==> src/rtl/fetch_unit_if.sv <==
// Bundles the fetch unit's redirect input, its memory fetch port and its decode handshake port.
interface fetch_unit_if #(
  parameter int unsigned WIDTH = 32
);
  logic             br_en;
  logic [WIDTH-1:0] br_target;
  logic             fe_rd_en;
  logic [WIDTH-1:0] fe_rd_addr;
  logic             fe_halt;
  logic [WIDTH-1:0] fe_rd_data;
  logic             o_valid;
  logic             i_ready;
  logic [WIDTH-1:0] o_pc;
  logic [WIDTH-1:0] o_instr;
  logic             o_misalign;

  modport master (
    input  br_en, br_target, fe_rd_data, i_ready,
    output fe_rd_en, fe_rd_addr, fe_halt, o_valid, o_pc, o_instr, o_misalign
  );

  modport slave (
    output br_en, br_target, fe_rd_data, i_ready,
    input  fe_rd_en, fe_rd_addr, fe_halt, o_valid, o_pc, o_instr, o_misalign
  );
endinterface

==> src/rtl/fetch_unit.sv <==
// Instruction fetch stage: owns the PC, issues one fetch per cycle and queues {pc, instr} for decode.
// Define FETCH_MISALIGN_TRAP_EN to build the sticky misaligned-redirect flag.
module fetch_unit #(
  parameter int unsigned         WIDTH     = 32,
  parameter logic [WIDTH-1:0]    RESET_PC  = '0,
  parameter int unsigned         BUF_DEPTH = 2
) (
  input logic          clk,
  input logic          reset,
  input logic          halt,
  fetch_unit_if.master bus
);

  localparam int unsigned PW = (BUF_DEPTH > 1) ? $clog2(BUF_DEPTH) : 1;
  localparam int unsigned CW = $clog2(BUF_DEPTH) + 1;
  localparam logic [CW:0] DepthW = (CW+1)'(BUF_DEPTH);

  logic [WIDTH-1:0] pc_q, pc_d;
  logic [WIDTH-1:0] req_pc_q, req_pc_d;
  logic             req_valid_q, req_valid_d;
  logic [PW-1:0]    rd_ptr_q, rd_ptr_d;
  logic [PW-1:0]    wr_ptr_q, wr_ptr_d;
  logic [CW-1:0]    count_q, count_d;
  logic [WIDTH-1:0] q_pc    [BUF_DEPTH];
  logic [WIDTH-1:0] q_instr [BUF_DEPTH];

  logic        pop, push, issue;
  logic [CW:0] occupancy;

  always_comb begin
    pop       = (count_q != '0) & bus.i_ready & ~halt;
    push      = req_valid_q & ~halt & ~bus.br_en;
    // Slots committed once the in-flight word lands, net of this cycle's pop.
    occupancy = {1'b0, count_q} + {{CW{1'b0}}, req_valid_q} - {{CW{1'b0}}, pop};
    issue     = ~reset & ~halt & ~bus.br_en & (occupancy < DepthW);
  end

  assign bus.fe_rd_en   = issue;
  assign bus.fe_rd_addr = pc_q;
  assign bus.fe_halt    = ~issue;
  assign bus.o_valid    = (count_q != '0);
  assign bus.o_pc       = q_pc[rd_ptr_q];
  assign bus.o_instr    = q_instr[rd_ptr_q];

  always_comb begin
    pc_d        = pc_q;
    req_pc_d    = req_pc_q;
    req_valid_d = req_valid_q;
    rd_ptr_d    = pop  ? rd_ptr_q + PW'(1) : rd_ptr_q;
    wr_ptr_d    = push ? wr_ptr_q + PW'(1) : wr_ptr_q;
    case ({push, pop})
      2'b10:   count_d = count_q + CW'(1);
      2'b01:   count_d = count_q - CW'(1);
      default: count_d = count_q;
    endcase

    if (bus.br_en) begin
      pc_d        = bus.br_target & ~WIDTH'(3);
      req_valid_d = 1'b0;
      rd_ptr_d    = '0;
      wr_ptr_d    = '0;
      count_d     = '0;
    end else if (issue) begin
      req_pc_d    = pc_q;
      pc_d        = pc_q + WIDTH'(4);
      req_valid_d = 1'b1;
    end else if (!halt) begin
      req_valid_d = 1'b0;
    end
  end

  always_ff @(posedge clk) begin
    if (reset) begin
      pc_q        <= RESET_PC;
      req_pc_q    <= '0;
      req_valid_q <= 1'b0;
      rd_ptr_q    <= '0;
      wr_ptr_q    <= '0;
      count_q     <= '0;
      for (int i = 0; i < BUF_DEPTH; i++) begin
        q_pc[i]    <= '0;
        q_instr[i] <= '0;
      end
    end else begin
      pc_q        <= pc_d;
      req_pc_q    <= req_pc_d;
      req_valid_q <= req_valid_d;
      rd_ptr_q    <= rd_ptr_d;
      wr_ptr_q    <= wr_ptr_d;
      count_q     <= count_d;
      if (push) begin
        q_pc[wr_ptr_q]    <= req_pc_q;
        q_instr[wr_ptr_q] <= bus.fe_rd_data;
      end
    end
  end

`ifdef FETCH_MISALIGN_TRAP_EN
  logic misalign_q;

  always_ff @(posedge clk) begin
    if (reset) begin
      misalign_q <= 1'b0;
    end else if (bus.br_en && (bus.br_target[1:0] != 2'b00)) begin
      misalign_q <= 1'b1;
    end
  end

  assign bus.o_misalign = misalign_q;
`else
  assign bus.o_misalign = 1'b0;
`endif

endmodule

==> src/flat_wrapper.sv <==
// flat-port wrapper written by rule: the top's interface ports become plain ports
module fetch_unit_flat 
#(
  parameter int unsigned         WIDTH     = 32,
  parameter logic [WIDTH-1:0]    RESET_PC  = '0,
  parameter int unsigned         BUF_DEPTH = 2
)
  (clk, reset, halt, bus_br_en, bus_br_target, bus_fe_rd_data, bus_i_ready, bus_fe_rd_en, bus_fe_rd_addr, bus_fe_halt, bus_o_valid, bus_o_pc, bus_o_instr, bus_o_misalign);
  fetch_unit_if #(.WIDTH(WIDTH)) bus_i ();
  input logic clk;
  input logic reset;
  input logic halt;
  input wire logic [$bits(bus_i.br_en)-1:0] bus_br_en;
  input wire logic [$bits(bus_i.br_target)-1:0] bus_br_target;
  input wire logic [$bits(bus_i.fe_rd_data)-1:0] bus_fe_rd_data;
  input wire logic [$bits(bus_i.i_ready)-1:0] bus_i_ready;
  output wire logic [$bits(bus_i.fe_rd_en)-1:0] bus_fe_rd_en;
  output wire logic [$bits(bus_i.fe_rd_addr)-1:0] bus_fe_rd_addr;
  output wire logic [$bits(bus_i.fe_halt)-1:0] bus_fe_halt;
  output wire logic [$bits(bus_i.o_valid)-1:0] bus_o_valid;
  output wire logic [$bits(bus_i.o_pc)-1:0] bus_o_pc;
  output wire logic [$bits(bus_i.o_instr)-1:0] bus_o_instr;
  output wire logic [$bits(bus_i.o_misalign)-1:0] bus_o_misalign;
  assign bus_i.br_en = bus_br_en;
  assign bus_i.br_target = bus_br_target;
  assign bus_i.fe_rd_data = bus_fe_rd_data;
  assign bus_i.i_ready = bus_i_ready;
  assign bus_fe_rd_en = bus_i.fe_rd_en;
  assign bus_fe_rd_addr = bus_i.fe_rd_addr;
  assign bus_fe_halt = bus_i.fe_halt;
  assign bus_o_valid = bus_i.o_valid;
  assign bus_o_pc = bus_i.o_pc;
  assign bus_o_instr = bus_i.o_instr;
  assign bus_o_misalign = bus_i.o_misalign;
  fetch_unit #(.WIDTH(WIDTH), .RESET_PC(RESET_PC), .BUF_DEPTH(BUF_DEPTH)) u_core (.clk(clk), .reset(reset), .halt(halt), .bus(bus_i));
endmodule
==> config.mk <==
export PLATFORM = sky130hd
export DESIGN_NAME = fetch_unit_flat
export DESIGN_NICKNAME = d
export VERILOG_FILES = /design/src/rtl/fetch_unit_if.sv /design/src/rtl/fetch_unit.sv /design/src/flat_wrapper.sv
export SDC_FILE = /design/constraint.sdc
export NUM_CORES = 1
export LEC_CHECK = 0
export BUFFER_PORTS_ARGS = -buffer_cell sky130_fd_sc_hd__buf_2
export CORE_MARGIN = 1.5
export CORE_UTILIZATION = 50
export CTS_BUF_LIST = sky130_fd_sc_hd__clkbuf_4
export CTS_CLUSTER_SIZE = 12
export DETAILED_ROUTE_END_ITERATION = 16
export HOLD_SLACK_MARGIN = 0.1
export PLACE_DENSITY = 0.81
export SYNTH_ARGS = -nofsm -noshare
export SYNTH_HDL_FRONTEND = slang
export SYNTH_SLANG_ARGS = --single-unit
==> constraint.sdc <==
create_clock -name clk -period 5.3 [get_ports clk]
set_input_delay 1.06 -clock clk [delete_from_list [all_inputs] [get_ports clk]]
set_output_delay 1.06 -clock clk [all_outputs]
set_load 0.02 [all_outputs]
==> flow_summary_export.csv, run 1 <==
group,metric,value,unit
run_status,status,"finished clean",
sta,min_period_over_period,89.2,%
sta,max_freq,211,MHz
final_layout,number_of_fill_cells,1394,
route,vias_per_cell,5.28,
final_layout,fraction_of_final_layout_cells_with_drive_strength_greater_than_1,31.5,%
route,drt_wl_total,18.2,mm
global_routing,antenna_violations_before_repair,1,
clocking,cts_clock_pin_slew_for_the_worst_setup_and_hold_paths,0.15,ns
sta,finClkSkew,0.0250,ns
route,drt-pass1-iter-count,7,
critical_path,critPathLaunchType,"register",
final_layout,most-common-layout-cells,"sky130_fd_sc_hd__buf_2, sky130_fd_sc_hd__and2_1, sky130_fd_sc_hd__edfxtp_1, sky130_fd_sc_hd__nand2_1, sky130_fd_sc_hd__dfxtp_1",
global_routing,grt_remaining_overflow,0,
die,initial_core_util,51.0,%
min_path,worst_hold_path.num_cells,2,
sta,slew_headroom,20.2,%
yosys,seq_area_frac_synth,59.8,%
global_routing,grtUsageMet3,5.48,%
critical_path,worst-endpoint-required,4.24,ns
pwr,p_per_area,274,nW/µm²
clocking,cts.htree.levels,4,
yosys,synth-seq-cells,190,
placement,place.detailed.hpwl,11.7,mm
pwr,design_power,2650,µW
critical_path,worstRegToRegCells,12,
global_routing,pin_count_of_the_biggest_net_entering_global_routing,63,
global_routing,busiest_layer,"met2",
die,floorplan.core_area,16500,µm²
final_layout,synthToLayoutAreaGrowth,14.7,%
min_path,worst_hold_path.endpoint,"u_core.req_pc_q[7]$_SDFFE_PP0P_",
yosys,synth_cells,728,
placement,placement.io_buffers,161,
critical_path,cp_max_fo,19,
critical_path,worstSetupStartpoint,"u_core.count_q[0]$_SDFFE_PP0P_",
final_layout,layout_commonest_cell,"sky130_fd_sc_hd__buf_2",
min_path,timing.hold.worst.class,"reg2reg",
die,chipHeight,133,µm
clocking,cts-buffers-inserted,17,
final_layout,finalNetCount,943,
die,die_width,133,µm
yosys,synth_top_cells_by_area,"sky130_fd_sc_hd__edfxtp_1, sky130_fd_sc_hd__dfxtp_1, sky130_fd_sc_hd__and2_1, sky130_fd_sc_hd__mux2_2, sky130_fd_sc_hd__nand2_1",
sta,grt_setup_unrepaired,"no",
yosys,post-synth-top-area-cell,"sky130_fd_sc_hd__edfxtp_1",
yosys,edff_count_synth,124,
die,design.portCount,169,
global_routing,groute.layer.met2.usage,34.9,%
min_path,timing.hold.worst.start,"u_core.req_pc_q[7]$_SDFFE_PP0P_",
critical_path,crit_arrival,3.67,ns
sta,fin_setup_tns,0,ns
yosys,yosys.area.top_type_share,44.1,%
die,die_area,17700,µm²
yosys,post_synth.cell_area_avg,11.6,µm²
clocking,cts_tree,"done",
clocking,holdBufCountCts,0,
route,remaining_drc_errors,0,
sta,worstMarginPinSlew,1.19,ns
route,ant_nets,0,
route,drtIter0Drc,315,
run,cap_violations,0,
sta,endpoints_failing_setup,0,
clocking,cts.path.max_buffers,2,
clocking,cts_setup_buffers,0,
yosys,ys_async_sr_fraction,0,%
pwr,power.static_leakage,0.00384,µW
clocking,clkSinkCount,190,
pwr,ir_worst_vdd,135,µV
route,wl_per_cell,16.5,µm
clocking,ctsResizeCount,0,
clocking,cts_root_buf,"sky130_fd_sc_hd__clkbuf_4",
sta,final-max-slew-violation-count,0,
clocking,clkLatencyLatePin,0.56,ns
yosys,synth_area,8430,µm²
critical_path,reg2reg_from,"u_core.count_q[0]$_SDFFE_PP0P_",
yosys,synth_flop_cell,"sky130_fd_sc_hd__edfxtp_1",
global_routing,first_global_vias,5704,
sta,final_hold_viol_count,0,
placement,gp_congestion,0.844,
critical_path,timing.setup.critical_path_class,"reg2out",
global_routing,globalRouteMet1Util,27.8,%
die,core.rowCount,47,
yosys,yosysUniqueCellTypes,53,
sta,timing.final.crit_period,4.73,ns
route,vias,5825,
global_routing,first_pass_grt_wire_length,29.2,mm
yosys,synth_warnings,0,
critical_path,regToRegEndpoint,"u_core.bus.fe_rd_addr[9]$_SDFFE_PP0P_",
critical_path,critPathCaptureType,"output pin",
critical_path,r2r_slack,1.31,ns
global_routing,total_global_routing_track_utilization,21.2,%
[through the flow]
stage / worst slack, ns / util, % / hold slack, ns / instances / cell area [µm²]
CTS: 0.556 / 58.5 / 0.471 / 1103 / 9670
global route: 0.396 / 58.5 / 0.492 / 1104 / 9670
floorplan: 0.242 / - / 0.434 / 732 / 8450
detailed placement: 0.660 / 56.9 / 0.452 / 1071 / 9400
finish: 0.570 / 58.5 / 0.470 / 1104 / 9670
global placement: 0.672 / 56.9 / 0.442 / 1071 / 9400
[cell type report]
type	instances	area, µm²	area share, %
inverter	7	31.3	0.323
clock inverter	13	125	1.29
clock buffer	19	143	1.47
antenna	1	2.50	0.0259
multi-input combinational	483	3160	32.6
sequential	190	5050	52.2
tap	220	275	2.85
timing repair buffer	171	893	9.23
[Yosys cell counts, types with 2 or more instances]
cell,instances
sky130_fd_sc_hd__and2_1,125
sky130_fd_sc_hd__edfxtp_1,124
sky130_fd_sc_hd__nand2_1,84
sky130_fd_sc_hd__dfxtp_1,66
sky130_fd_sc_hd__mux2_2,64
sky130_fd_sc_hd__a21oi_1,50
sky130_fd_sc_hd__clkbuf_1,38
sky130_fd_sc_hd__nand3_1,15
sky130_fd_sc_hd__nor2_1,15
sky130_fd_sc_hd__nand4_1,13
sky130_fd_sc_hd__o21ai_0,10
sky130_fd_sc_hd__xor2_1,9
sky130_fd_sc_hd__nand3b_1,7
sky130_fd_sc_hd__o22ai_1,7
sky130_fd_sc_hd__a22oi_1,6
sky130_fd_sc_hd__a31oi_1,6
sky130_fd_sc_hd__buf_4,6
sky130_fd_sc_hd__inv_1,6
sky130_fd_sc_hd__nand2b_1,6
sky130_fd_sc_hd__nor3_1,6
sky130_fd_sc_hd__nor2b_1,5
sky130_fd_sc_hd__or3_1,5
sky130_fd_sc_hd__buf_2,4
sky130_fd_sc_hd__a32oi_1,3
sky130_fd_sc_hd__and3_1,3
sky130_fd_sc_hd__ha_1,3
sky130_fd_sc_hd__mux2_1,3
sky130_fd_sc_hd__nor3b_1,3
sky130_fd_sc_hd__or2_2,3
sky130_fd_sc_hd__xnor2_1,3
sky130_fd_sc_hd__a221oi_1,2
sky130_fd_sc_hd__a2bb2oi_1,2
sky130_fd_sc_hd__buf_1,2
sky130_fd_sc_hd__buf_6,2
sky130_fd_sc_hd__nor4_1,2
sky130_fd_sc_hd__o31a_1,2
sky130_fd_sc_hd__or2_0,2
[critical path, cell delays in order (launching register included)]
cell                       delay [ns]
sky130_fd_sc_hd__dfxtp_1         0.39
sky130_fd_sc_hd__or2_2           0.33
sky130_fd_sc_hd__and3b_1         0.24
sky130_fd_sc_hd__ha_1            0.29
sky130_fd_sc_hd__nand2b_1        0.15
sky130_fd_sc_hd__fa_1            0.47
sky130_fd_sc_hd__or4b_1          0.47
sky130_fd_sc_hd__or2_2           0.49
sky130_fd_sc_hd__clkinv_4        0.10
sky130_fd_sc_hd__buf_2           0.16
[metal layers]
metal / vias up / wire (µm)
li1: 2839 / -
met1: 2772 / 8030
met2: 193 / 8790
met3: 21 / 1110
met4: 0 / 247
met5: - / 0
[state kept, by name, summed over array words and instances (netlist names), named ones only]
name and flops:
u_core.q_instr 64, u_core.q_pc 60, u_core.bus.fe_rd_addr 30, u_core.req_pc_q 30, u_core.count_q 2, u_core.rd_ptr_q 1
u_core.req_valid_q 1, u_core.wr_ptr_q 1
[kinds of logic after synthesis]
family	Yosys count	synth area share [%]
xor gates and xnor gates	12	1.25
and+or+nand+nor	300	19.4
DFF	190	59.8
adders and majority gates	4	0.682
muxes	68	9.06
other	1	0.0445
buffers and inverters	59	3.19
AOI/OAI and AO/OA	94	6.59
[power breakdown]
part	total, µW	internal, µW	switching, µW	leakage [µW]
sequential	1660	1630	36.3	0.00182
combinational	231	86.1	145	0.00185
clock	761	287	474	0.000163
[worst max-delay path by stage]
| stage | to | cells past startpoint | slack (ns) |
|---|---|---|---|
| final | bus_fe_rd_en | 9 | 0.57 |
| after global routing | bus_fe_rd_en | 9 | 0.40 |
| after CTS | bus_fe_rd_en | 9 | 0.56 |
| after detailed placement | bus_fe_rd_en | 9 | 0.66 |
| after global placement | bus_fe_rd_en | 9 | 0.67 |
| after floorplan | u_core.q_instr[0][0]$_SDFFCE_PN0P_ | 4 | 0.24 |
Power figures use the tool's default switching activity.
==> run 2, diff against run 1 <==
--- a/config.mk
+++ b/config.mk
@@ -7,12 +7,12 @@
 export LEC_CHECK = 0
 export BUFFER_PORTS_ARGS = -buffer_cell sky130_fd_sc_hd__buf_2
 export CORE_MARGIN = 1.5
-export CORE_UTILIZATION = 50
+export CORE_UTILIZATION = 40
 export CTS_BUF_LIST = sky130_fd_sc_hd__clkbuf_4
 export CTS_CLUSTER_SIZE = 12
 export DETAILED_ROUTE_END_ITERATION = 16
 export HOLD_SLACK_MARGIN = 0.1
-export PLACE_DENSITY = 0.81
+export PLACE_DENSITY = 0.68
 export SYNTH_ARGS = -nofsm -noshare
 export SYNTH_HDL_FRONTEND = slang
 export SYNTH_SLANG_ARGS = --single-unit
==> run 2 against run 1 <==
Compared with the run above:
- critical path depth unchanged
- via count down 0.91%
- clock skew up 0.0035 ns
- global-route usage down 3.9 points
- count of clock-buffer cells in the layout down 1
- wire length up 2.1%
- worst hold slack worse by 0.0025 ns
- highest routed layer unchanged
- final cell count up 4.4%
- sequential share of layout area down 0.74 points
- sequential cell count unchanged
- clock power up 25%
- largest cell class unchanged
- total power up 7.0%
- largest power group unchanged
==> flow_summary_export.csv, run 2 (same netlist as run 1, synthesis figures left out) <==
group,metric,value,unit
route,wl_per_cell,16.1,µm
final_layout,layout.area.seq,5050,µm²
final_layout,regs_by_ff_count,"u_core.q_instr: 64 flops, u_core.q_pc: 60 flops",
final_layout,fraction_of_final_layout_cells_with_drive_strength_greater_than_1,31.6,%
route,drt_wl_total,18.6,mm
route,drt-pass1-iter-count,4,
placement,placement.io_buffers,161,
critical_path,cp_max_fo,21,
placement,place.detailed.hpwl,11.5,mm
die,initial_core_util,41.3,%
die,design.portCount,169,
die,floorplan.core_area,20400,µm²
final_layout,ant_diodes,0,
die,chipHeight,148,µm
min_path,timing.hold.worst.class,"reg2reg",
sta,finClkSkew,0.0285,ns
clocking,cts.path.max_buffers,2,
sta,final-max-slew-violation-count,0,
critical_path,critPathLaunchType,"register",
sta,slew_headroom,24.9,%
sta,final_hold_viol_count,0,
clocking,cts.htree.levels,4,
global_routing,grt_remaining_overflow,0,
route,drtIter0Drc,337,
run_status,status,"finished clean",
global_routing,total_global_routing_track_utilization,17.3,%
global_routing,pin_count_of_the_biggest_net_entering_global_routing,67,
final_layout,fin_cells,1153,
sta,fin_setup_tns,0,ns
critical_path,worstRegToRegCells,12,
route,ant_nets,0,
final_layout,synthToLayoutAreaGrowth,16.4,%
die,die_width,148,µm
route,vias,5772,
die,core.rowCount,52,
clocking,cts_root_buf,"sky130_fd_sc_hd__clkbuf_4",
min_path,worst_hold_path.num_cells,2,
critical_path,critPathCaptureType,"output pin",
sta,endpoints_failing_setup,0,
final_layout,largest_reg_flops,64,
critical_path,crit_arrival,3.66,ns
global_routing,antenna_violations_before_repair,0,
pwr,power.static_leakage,0.00385,µW
placement,placed_cell_count,1121,
placement,gp_congestion,0.779,
clocking,ctsResizeCount,0,
clocking,clkSinkCount,190,
critical_path,worst-endpoint-required,4.24,ns
pwr,p_per_area,289,nW/µm²
final_layout,multi_input_gate_area_in_the_final_layout,3160,µm²
route,remaining_drc_errors,0,
run,cap_violations,0,
final_layout,most-common-layout-cells,"sky130_fd_sc_hd__buf_2, sky130_fd_sc_hd__and2_1, sky130_fd_sc_hd__edfxtp_1, sky130_fd_sc_hd__nand2_1, sky130_fd_sc_hd__dfxtp_1",
pwr,ir_worst_vdd,153,µV
clocking,cts_clock_pin_slew_for_the_worst_setup_and_hold_paths,0.15,ns
clocking,cts_setup_buffers,0,
sta,max_freq,212,MHz
clocking,clkLatencyLatePin,0.56,ns
critical_path,timing.setup.critical_path_class,"reg2out",
sta,worstMarginPinSlew,1.12,ns
die,die_area,22000,µm²
final_layout,finalNetCount,943,
route,vias_per_cell,5.01,
sta,timing.final.crit_period,4.72,ns
sta,grt_setup_unrepaired,"no",
final_layout,max_flop_register,"u_core.q_instr",
global_routing,first_pass_grt_wire_length,29.3,mm
sta,min_period_over_period,89.1,%
final_layout,number_of_fill_cells,1947,
global_routing,first_global_vias,5452,
final_layout,layout_commonest_cell,"sky130_fd_sc_hd__buf_2",
clocking,cts-buffers-inserted,17,
clocking,cts_tree,"done",
clocking,holdBufCountCts,0,
==> run 2: changes by cell type in the layout (fill, tap and decap cells not counted), moves of 2 or more <==
cell	before	now
sky130_fd_sc_hd__clkinv_4	4	2
sky130_fd_sc_hd__inv_6	0	5
sky130_fd_sc_hd__bufinv_16	2	5
sky130_fd_sc_hd__clkinv_2	3	0
sky130_fd_sc_hd__inv_4	2	0
sky130_fd_sc_hd__inv_2	2	0
==> run 2: report_power, final <==
part	total [µW]	internal, µW	switching [µW]
logic	231	84.5	146
clock network	948	438	510
registers	1660	1630	35.4
total	2840	2150	692
==> run 2: metal layers <==
layer  part of all wire [%]  track usage, %  up-vias
li1                       -               -     2835
met1                     46            22.9     2739
met2                     47            28.0      181
met3                    6.1            4.39       17
met4                    1.3            5.00        0
met5                      0               0        -
==> run 2: critical path: stages (launching register included) <==
cell and delay [ns]:
sky130_fd_sc_hd__dfxtp_1 0.38, sky130_fd_sc_hd__or2_2 0.31, sky130_fd_sc_hd__and3b_1 0.22, sky130_fd_sc_hd__ha_1 0.29, sky130_fd_sc_hd__nand2b_1 0.15, sky130_fd_sc_hd__fa_1 0.47
sky130_fd_sc_hd__or4b_1 0.46, sky130_fd_sc_hd__or2_2 0.44, sky130_fd_sc_hd__clkinv_4 0.19, sky130_fd_sc_hd__buf_2 0.19
==> run 2: layout make-up <==
class | count | share of cell area [%]
sequential | 190 | 51.4
multi-input combinational | 483 | 32.2
timing repair buffer | 171 | 8.97
tap | 270 | 3.44
clock inverter | 14 | 2.31
clock buffer | 18 | 1.38
inverter | 7 | 0.319
==> run 2: path summary, 6_finish.rpt <==
kind,start,endpoint,slack [ns]
min reg2reg,u_core.req_pc_q[5]$_SDFFE_PP0P_,u_core.req_pc_q[5]$_SDFFE_PP0P_,0.47
max reg2reg,u_core.count_q[0]$_SDFFE_PP0P_,u_core.bus.fe_rd_addr[17]$_SDFFE_PP0P_,1.30
min,u_core.req_pc_q[5]$_SDFFE_PP0P_,u_core.req_pc_q[5]$_SDFFE_PP0P_,0.47
max,u_core.count_q[0]$_SDFFE_PP0P_,bus_fe_rd_en,0.58
==> run 2: through the flow <==
| stage | hold slack (ns) | power (µW) | setup WS (ns) | cell area (µm²) | utilization [%] |
|---|---|---|---|---|---|
| floorplan | 0.434 | 1830 | 0.242 | 8450 | - |
| global placement | 0.443 | 1920 | 0.590 | 9460 | 46.3 |
| detailed placement | 0.448 | 1930 | 0.609 | 9460 | 46.3 |
| CTS | 0.470 | 2870 | 0.494 | 9820 | 48.1 |
| global route | 0.490 | 2960 | 0.357 | 9820 | 48.1 |
| finish | 0.467 | 2840 | 0.580 | 9820 | 48.1 |
